<file path="src/rtl/ncejdtm200_pkg.sv">
// Shared DMI definitions: word layout, op codes and arbiter state encoding.
package ncejdtm200_pkg;

   localparam int unsigned DMI_DATA_BITS = 32;
   localparam int unsigned DMI_OP_BITS   = 2;
   localparam int unsigned DMI_ADDR_BITS_DEF = 7;

   localparam logic [DMI_OP_BITS-1:0] DMI_OP_NOP   = 2'd0;
   localparam logic [DMI_OP_BITS-1:0] DMI_OP_READ  = 2'd1;
   localparam logic [DMI_OP_BITS-1:0] DMI_OP_WRITE = 2'd2;
   localparam logic [DMI_OP_BITS-1:0] DMI_OP_RSV   = 2'd3;

   // Word layout {addr, data, op}; addr sits above the fixed-width fields.
   localparam int unsigned DMI_OP_LSB   = 0;
   localparam int unsigned DMI_DATA_LSB = DMI_OP_LSB + DMI_OP_BITS;
   localparam int unsigned DMI_ADDR_LSB = DMI_DATA_LSB + DMI_DATA_BITS;

   function automatic int unsigned dmi_reg_bits(input int unsigned addr_bits);
      return DMI_ADDR_LSB + addr_bits;
   endfunction

   localparam int unsigned DMI_REG_BITS_DEF = DMI_ADDR_LSB + DMI_ADDR_BITS_DEF;

   typedef enum logic [1:0] {
      ARB_IDLE    = 2'd0,
      ARB_ISSUE   = 2'd1,
      ARB_RELEASE = 2'd2,
      ARB_RESPOND = 2'd3
   } arb_state_e;

endpackage

</file>
<file path="src/rtl/ncejdtm200_dmi_arb_if.sv">
// Requester-side and DMI-master-side handshake bundle of the DMI arbiter.
interface ncejdtm200_dmi_arb_if
   import ncejdtm200_pkg::*;
#(
   parameter int unsigned N_REQ        = 2,
   parameter int unsigned DMI_REG_BITS = DMI_REG_BITS_DEF
);
   logic [N_REQ-1:0]              req_dmi_req;
   logic [N_REQ*DMI_REG_BITS-1:0] req_dmi_data;
   logic [N_REQ-1:0]              dmi_req_ack;
   logic [DMI_DATA_BITS-1:0]      dmi_req_rdata;
   logic                          dmi_req_err;
   logic                          arb_dmi_req;
   logic [DMI_REG_BITS-1:0]       arb_dmi_data;
   logic                          dmi_arb_ack;
   logic [DMI_DATA_BITS-1:0]      dmi_arb_hrdata;

   // Arbiter view.
   modport master (
      input  req_dmi_req, req_dmi_data, dmi_arb_ack, dmi_arb_hrdata,
      output dmi_req_ack, dmi_req_rdata, dmi_req_err, arb_dmi_req, arb_dmi_data
   );

   // Environment view: requesters plus the DMI master.
   modport slave (
      output req_dmi_req, req_dmi_data, dmi_arb_ack, dmi_arb_hrdata,
      input  dmi_req_ack, dmi_req_rdata, dmi_req_err, arb_dmi_req, arb_dmi_data
   );
endinterface

</file>
<file path="src/rtl/ncejdtm200_rr_pick.sv">
// Combinational round-robin picker: first set request at or above ptr, wrapping.
module ncejdtm200_rr_pick
   import ncejdtm200_pkg::*;
#(
   parameter  int unsigned N_REQ = 2,
   localparam int unsigned IDX_W = (N_REQ > 1) ? $clog2(N_REQ) : 1
) (
   input  logic [N_REQ-1:0] req,
   input  logic [IDX_W-1:0] ptr,
   output logic             valid,
   output logic [IDX_W-1:0] index
);

   logic [IDX_W-1:0] cand;

   always_comb begin
      valid = 1'b0;
      index = '0;
      cand  = '0;
      for (int unsigned k = 0; k < N_REQ; k++) begin
         cand = IDX_W'((32'(ptr) + k) % N_REQ);
         if (!valid && req[cand]) begin
            valid = 1'b1;
            index = cand;
         end
      end
   end

endmodule

</file>
<file path="src/rtl/ncejdtm200_dmi_arb.sv">
// Round-robin arbiter sharing one DMI master port between N debug requesters,
// with a per-transaction ISSUE timeout that returns an error to the requester.
module ncejdtm200_dmi_arb
   import ncejdtm200_pkg::*;
#(
   parameter int unsigned N_REQ          = 2,
   parameter int unsigned DMI_ADDR_BITS  = DMI_ADDR_BITS_DEF,
   parameter int unsigned TIMEOUT_CYCLES = 1024
) (
   input logic                  dmi_hclk,
   input logic                  dmi_hresetn,
   ncejdtm200_dmi_arb_if.master bus
);

   localparam int unsigned DMI_REG_BITS = dmi_reg_bits(DMI_ADDR_BITS);
   localparam int unsigned IDX_W        = (N_REQ > 1) ? $clog2(N_REQ) : 1;
   localparam int unsigned CNT_W        = $clog2(TIMEOUT_CYCLES);

   arb_state_e       state;
   logic [IDX_W-1:0] grant;
   logic [IDX_W-1:0] rr_ptr;
   logic [CNT_W-1:0] cnt;

   logic             pick_valid_c;
   logic [IDX_W-1:0] pick_idx_c;

   ncejdtm200_rr_pick #(.N_REQ(N_REQ)) u_pick (
      .req   (bus.req_dmi_req),
      .ptr   (rr_ptr),
      .valid (pick_valid_c),
      .index (pick_idx_c)
   );

   always_ff @(posedge dmi_hclk) begin
      if (!dmi_hresetn) begin
         state             <= ARB_IDLE;
         grant             <= '0;
         rr_ptr            <= '0;
         cnt               <= '0;
         bus.arb_dmi_req   <= 1'b0;
         bus.arb_dmi_data  <= '0;
         bus.dmi_req_ack   <= '0;
         bus.dmi_req_rdata <= '0;
         bus.dmi_req_err   <= 1'b0;
      end else begin
         case (state)
            ARB_IDLE: begin
               if (pick_valid_c) begin
                  grant            <= pick_idx_c;
                  bus.arb_dmi_data <= bus.req_dmi_data[pick_idx_c*DMI_REG_BITS +: DMI_REG_BITS];
                  cnt              <= '0;
                  bus.arb_dmi_req  <= 1'b1;
                  state            <= ARB_ISSUE;
               end
            end
            // Ack beats the timeout when both land in the same cycle.
            ARB_ISSUE: begin
               if (bus.dmi_arb_ack) begin
                  bus.dmi_req_rdata <= bus.dmi_arb_hrdata;
                  bus.dmi_req_err   <= 1'b0;
                  bus.arb_dmi_req   <= 1'b0;
                  state             <= ARB_RELEASE;
               end else if (cnt == CNT_W'(TIMEOUT_CYCLES - 1)) begin
                  bus.dmi_req_rdata <= '0;
                  bus.dmi_req_err   <= 1'b1;
                  bus.arb_dmi_req   <= 1'b0;
                  state             <= ARB_RELEASE;
               end else begin
                  cnt <= cnt + 1'b1;
               end
            end
            ARB_RELEASE: begin
               if (!bus.dmi_arb_ack) begin
                  bus.dmi_req_ack <= N_REQ'(1) << grant;
                  state           <= ARB_RESPOND;
               end
            end
            ARB_RESPOND: begin
               if (!bus.req_dmi_req[grant]) begin
                  bus.dmi_req_ack <= '0;
                  rr_ptr          <= (grant == IDX_W'(N_REQ - 1)) ? '0 : grant + 1'b1;
                  state           <= ARB_IDLE;
               end
            end
            default: state <= ARB_IDLE;
         endcase
      end
   end

endmodule

</file>
<file path="src/flat_wrapper.sv">
// flat-port wrapper written by rule: the top's interface ports become plain ports
module ncejdtm200_dmi_arb_flat import ncejdtm200_pkg::*;
#(
   parameter int unsigned N_REQ          = 2,
   parameter int unsigned DMI_ADDR_BITS  = DMI_ADDR_BITS_DEF,
   parameter int unsigned TIMEOUT_CYCLES = 1024
)
  (dmi_hclk, dmi_hresetn, bus_req_dmi_req, bus_req_dmi_data, bus_dmi_arb_ack, bus_dmi_arb_hrdata, bus_dmi_req_ack, bus_dmi_req_rdata, bus_dmi_req_err, bus_arb_dmi_req, bus_arb_dmi_data);
  ncejdtm200_dmi_arb_if #(.N_REQ(N_REQ), .DMI_REG_BITS((32 + (7) + 2))) bus_i ();
  input logic dmi_hclk;
  input logic dmi_hresetn;
  input wire logic [$bits(bus_i.req_dmi_req)-1:0] bus_req_dmi_req;
  input wire logic [$bits(bus_i.req_dmi_data)-1:0] bus_req_dmi_data;
  input wire logic [$bits(bus_i.dmi_arb_ack)-1:0] bus_dmi_arb_ack;
  input wire logic [$bits(bus_i.dmi_arb_hrdata)-1:0] bus_dmi_arb_hrdata;
  output wire logic [$bits(bus_i.dmi_req_ack)-1:0] bus_dmi_req_ack;
  output wire logic [$bits(bus_i.dmi_req_rdata)-1:0] bus_dmi_req_rdata;
  output wire logic [$bits(bus_i.dmi_req_err)-1:0] bus_dmi_req_err;
  output wire logic [$bits(bus_i.arb_dmi_req)-1:0] bus_arb_dmi_req;
  output wire logic [$bits(bus_i.arb_dmi_data)-1:0] bus_arb_dmi_data;
  assign bus_i.req_dmi_req = bus_req_dmi_req;
  assign bus_i.req_dmi_data = bus_req_dmi_data;
  assign bus_i.dmi_arb_ack = bus_dmi_arb_ack;
  assign bus_i.dmi_arb_hrdata = bus_dmi_arb_hrdata;
  assign bus_dmi_req_ack = bus_i.dmi_req_ack;
  assign bus_dmi_req_rdata = bus_i.dmi_req_rdata;
  assign bus_dmi_req_err = bus_i.dmi_req_err;
  assign bus_arb_dmi_req = bus_i.arb_dmi_req;
  assign bus_arb_dmi_data = bus_i.arb_dmi_data;
  ncejdtm200_dmi_arb #(.N_REQ(N_REQ), .DMI_ADDR_BITS(DMI_ADDR_BITS), .TIMEOUT_CYCLES(TIMEOUT_CYCLES)) u_core (.dmi_hclk(dmi_hclk), .dmi_hresetn(dmi_hresetn), .bus(bus_i));
endmodule
</file>
<file path="config.mk">
export PLATFORM = sky130hd
export DESIGN_NAME = ncejdtm200_dmi_arb_flat
export DESIGN_NICKNAME = d
export VERILOG_FILES = /design/src/rtl/ncejdtm200_pkg.sv /design/src/rtl/ncejdtm200_dmi_arb_if.sv /design/src/rtl/ncejdtm200_rr_pick.sv /design/src/rtl/ncejdtm200_dmi_arb.sv /design/src/flat_wrapper.sv
export SDC_FILE = /design/constraint.sdc
export NUM_CORES = 1
export LEC_CHECK = 0
export CAP_MARGIN = 20
export CORE_UTILIZATION = 37
export CTS_BUF_LIST = sky130_fd_sc_hd__clkbuf_4
export DETAILED_ROUTE_END_ITERATION = 7
export PLACE_DENSITY_LB_ADDON = 0.12
export SLEW_MARGIN = 30
export SYNTH_ARGS = -nofsm -noshare
export SYNTH_HDL_FRONTEND = slang
export SYNTH_SLANG_ARGS = --single-unit
</file>
<file path="constraint.sdc">
create_clock -name dmi_hclk -period 1.65 [get_ports dmi_hclk]
set_input_delay 0.33 -clock dmi_hclk [delete_from_list [all_inputs] [get_ports dmi_hclk]]
set_output_delay 0.33 -clock dmi_hclk [all_outputs]
set_load 0.05 [all_outputs]
</file>
After elaboration in Yosys (flattened, before gate mapping)
Index checks and enable logic that the tools add are counted. W data, S select, Z words.

Add/subtract/negate cells: 3. Multiply operators: 1. Order comparisons: 3. Equality and inequality tests: 10. Shift operators: 2. Muxes and demuxes: 31. Bitwise logic cells: 1. Reduce and logical (&&, ||, !) cells: 13.

Operator list (count): $shiftx A82 B8 Y41 (1); $mux W32 (2); $mux W10 (3); $pmux W10 S2 (1); $mux W1 (16); $mux W2 (6); $add A10 B1 Y10 const B (1); $eq A10 B10 Y1 const B (1); $ne A2 B2 Y1 const B (4); $pmux W2 S4 (1); $reduce_and A4 Y1 (2); $mul A1 B6 Y7 const B (1); $lt A1 B2 Y1 const B (3); $reduce_and A2 Y1 (3); $reduce_and A3 Y1 (2); $reduce_bool A2 Y1 (3); $eq A2 B2 Y1 const B (2); $pmux W2 S2 (1); $ne A3 B2 Y1 const B (1); $add A1 B1 Y1 const B (2); $eq A2 B1 Y1 const B (1); $logic_not A2 Y1 (1); $ne A2 B1 Y1 const B (1); $pmux W1 S2 (1); 4 further kinds (4).

Bits in registers: 91. Input port bits: 119. Output and inout port bits: 77. Logic and storage cells: 73.

Longest topological paths before layout
Depth after elaboration: 8. Depth in mapped cells: 8. Gate-level depth less buffers: 6.

By module
Synthesis repeated with hierarchy kept, for this count alone.

Cell total of the unflattened synthesis: 374. Area total of the unflattened synthesis: 3789.9 um2.

Modules (own cells, without submodules): ncejdtm200_dmi_arb (times used 1, cells each 371, area each 3772.4 um2, seq. area each 1821.7 um2); ncejdtm200_rr_pick (times used 1, cells each 3, area each 17.5 um2, seq. area each 0.0 um2).

Least setup slack after synthesis
OpenSTA, ideal clock, no wires.

Path kind: reg2reg. From: register u_core.cnt[0]. To: register u_core.bus.dmi_req_rdata[0]. Setup time: 117 ps. Arrival: 1532 ps. Data required time: 1533 ps. Setup slack: 1 ps. Stages on the path, launching flop included: 7. Path buffers: 1. Clock period less this slack: 1649 ps. Cell sequence: dfxtp_1 > ha_1 > nand4_2 > o31ai_2 > a21oi_2 > buf_6 > a22o_1.

Cells in the longest elaborated chain, start to end: 3.

Ends and longest elaborated chain: from (decl) (line ncejdtm200_dmi_arb.sv:22) `logic [CNT_W-1:0] cnt;`; from (signal assigned) (line ncejdtm200_dmi_arb.sv:69) `cnt <= cnt + 1'b1;`; $eq A10 B10 Y1 (line ncejdtm200_dmi_arb.sv:63) `end else if (cnt == CNT_W'(TIMEOUT_CYCLES - 1)) begin`; $reduce_bool A2 Y1 (no line); $reduce_and A2 Y1 (no line); to (signal assigned) (line ncejdtm200_dmi_arb.sv:59) `bus.dmi_req_rdata <= bus.dmi_arb_hrdata;`; to (decl) (line ncejdtm200_dmi_arb_if.sv:21) `output dmi_req_ack, dmi_req_rdata, dmi_req_err, arb_dmi_req, arb_dmi_data`.

Every way passes these cells. A chain may end at the register's enable or synchronous reset.

Worst setup path in the final report
From: register u_core.state[1]. To: register u_core.cnt[3].

Cells in the longest elaborated chain, start to end: 3. Elaborated cells between the ends (all ways): 8. Classes of those cells: 4 x eq/ne; 1 x mux; 3 x reduce/logical.

Ends and longest elaborated chain: from (decl) (line ncejdtm200_dmi_arb.sv:19) `arb_state_e state;`; from (signal assigned) (line ncejdtm200_dmi_arb.sv:36) `state <= ARB_IDLE;`; from (signal assigned) (line ncejdtm200_dmi_arb.sv:53) `state <= ARB_ISSUE;`; from (signal assigned) (line ncejdtm200_dmi_arb.sv:62) `state <= ARB_RELEASE;`; $eq A2 B1 Y1 / $logic_not A2 Y1 (equally long branches) (line ncejdtm200_dmi_arb.sv:46) `case (state)`; $ne A2 B2 Y1 (no line) (tied with other cells); $reduce_and A4 Y1 (no line).

Several ways; a longest one is shown, not always the timed one.

==> out/results.txt <==
outcome -> complete, no violations
Final Hold Vio Count -> 0
Via density -> 5.175
pin count of the biggest net entering global routing -> 50
clock-pin slew on the worst setup and hold paths -> 0.14 ns
gpl congestion -> 0.8556
CTS tree -> built
drt pass-1 iters -> 4
initial drt markers -> 301
port bufs -> 195
Core Area -> 9910 um2
placed cells -> 717
hold buffer count at cts -> 0
worst slew pin tran -> 0.3208 ns
Starting Density -> 0.3866
H-Tree Depth -> 3
first-pass GRT wire length -> 18220 um
number of global-route vias before repair -> 3694
M1 WL -> 4971 um
Leak -> 0.002805 uW
share of the synthesized area in the top cell type -> 0.4755
Worst Clk Skew -> 0.01020 ns
CTS Sinks -> 91
Post-synth EDFFs -> 0
Post-Syn Nets -> 505
critical path class -> flop to flop
post-route ant nets -> 0
Die W -> 103.8 um
warning count from the yosys run -> 0
post-route clock period utilization -> 0.9689
RSZ-0062 raised after global routing -> yes
Routed met3 length -> 969 um
DR top layer -> met4
Routed Wire Length -> 11880 um
Post-Layout Cell Count -> 741
cell count after synthesis -> 380
Yosys reg bits -> 91
Chip Height -> 103.8 um
largest cells by area after synthesis -> dfxtp_1 (48%), mux2i_1 (12%), a211oi_1 (9.2%), a22o_1 (6.9%), nor2_1 (5.1%)
clock root cell -> clkbuf_4
initial antenna violation count -> 0
worst skew pair latency -> 0.43 ns
global-route congestion overflow total -> 0
Max Clk Rate -> 0.6255 GHz
clock buffer depth -> 2
commonest non-fill, non-tap cells in the layout -> clkdlybuf4s50_1 (118), buf_4 (108), dfxtp_1 (87)
area leader, netlist -> dfxtp_1
main flop type after synthesis -> dfxtp_1
met2 wire length -> 5738 um
row cnt -> 36
hold_ws -> 0.4833 ns
Synth Area per Inst -> 10.08 um2
# nets final -> 728
crit path DAT -> 1.96 ns
Max-Cap Viols -> 0
post-layout min period -> 1.599 ns
dpl hpwl -> 8472 um
Die ar. -> 10770 um2
Final Max Tran Viols -> 0
Synth async-reset ratio -> 0
Crit Path Max Fanout -> 5
Crit path required time -> 2.01 ns
sequential-to-total area share from yosys stat -> 0.4755
Hold Crit Class -> input pin to flop
fraction of layout cells with a size suffix above 1 -> 0.2878
gr usage total -> 0.2111
commonest non-fill, non-tap cell in the layout -> clkdlybuf4s50_1
crit path capture type -> flop
peak supply drop -> 0.0007210 V
diodes inserted -> 0
Max-slew headroom -> 0.7862
drt wl/cell -> 16.04 um
Post-Syn Area -> 3831 um2
CTS buffer count -> 9
final setup vio count -> 0
Residual DRC -> 0
area grow syn2layout -> 66.85%
Yosys cell types -> 45
via count -> 3835
Power per Cell Area -> 1527 nW/um2
number of I/O pins -> 196
Startpoint Class -> flop
[critical path, cell delays in order (launching register included)]
cell      delay (ns)
dfxtp_2         0.35
inv_2           0.09
ha_4            0.14
nor3b_4         0.28
a211oi_2        0.07
buf_4           0.16
buf_2           0.15
buf_4           0.13
a211oi_2        0.16
[final timing paths]
path | startpoint | end | slack [ns] | cells past startpoint
worst max register to register | u_core.state[1] | u_core.cnt[3] | 0.05 | 8
worst min register to register | u_core.bus.dmi_req_rdata[1] | u_core.bus.dmi_req_rdata[1] | 0.50 | 1
worst max-delay path | u_core.state[1] | u_core.cnt[3] | 0.05 | 8
worst min-delay path | bus_dmi_arb_hrdata[9] | u_core.bus.dmi_req_rdata[9] | 0.48 | 2
[stage by stage]
step	setup WS (ns)	instance area (um2)	TNS, ns	util	power (uW)
after floorplan	0.001496	3831	0	-	6210
after global placement	-0.1892	5967	-13.21	0.6021	7846
after detailed placement	-0.2800	5967	-16.69	0.6021	7931
after CTS	0.01804	6200	0	0.6256	9431
after global routing	-0.01039	6392	-0.01528	0.6451	10280
final	0.05138	6392	0	0.6451	9764
[where the power goes]
part / switching [uW] / internal [uW]
combinational: 3290 / 2060
sequential: 304 / 2740
clock: 757 / 610
[logic make-up (layout without fill, tap and decap cells)]
kind of cell | after synthesis | count (layout) | share of synthesized area
AO/OA/AOI/OAI | 115 | 115 | 0.2335
flip-flops | 91 | 91 | 0.4755
buffers and inverters | 38 | 266 | 0.04899
multiplexers | 46 | 46 | 0.1205
adder cells (fa/ha/maj) | 6 | 6 | 0.01959
AND/OR/NAND/NOR | 84 | 84 | 0.1019
[routing by layer]
metal,vias up,GRT usage
li1,1860,-
met3,14,0.06356
met5,-,0
met1,1782,0.2429
met4,0,0.09490
met2,179,0.3605
[cells in the mapped netlist (2+ instances only)]
master / instances
a211oi_1: 47
a211oi_2: 2
a21oi_1: 7
a22o_1: 30
a22o_2: 2
a31oi_1: 3
a41oi_1: 3
and2_1: 2
and3_1: 2
buf_1: 5
buf_2: 6
buf_4: 4
buf_6: 3
clkbuf_1: 10
dfxtp_1: 91
ha_1: 6
inv_1: 9
mux2i_1: 45
nand2_1: 11
nand3_1: 2
nand4_2: 2
nor2_1: 52
nor3_1: 5
nor4_1: 2
o21ai_0: 7
o22ai_1: 3
[registers in the layout, summed over array words and instances (netlist names), 2 cells and up]
signal	count
u_core.bus.arb_dmi_data	41
u_core.bus.dmi_req_ack	2
u_core.bus.dmi_req_rdata	32
u_core.state	2
u_core.cnt	10
[final cells by class]
type                       count  area (um2)
sequential                    91        1827
inverter                      10       40.04
clock buffer                   9       67.56
timing repair buffer         240        2227
multi-input combinational    251        1972
clock inverter                 7       92.59
tap                          133       166.4
fill                         846        3517
[what timing repair did]
action,CTS,global route
setup endpoints to repair,25,79
pin swaps,1,7
hold endpoints to repair,0,0
setup buffers,1,2
gates cloned,1,4
resized for setup,13,23
No activity file was read; power rests on OpenSTA's default activity.
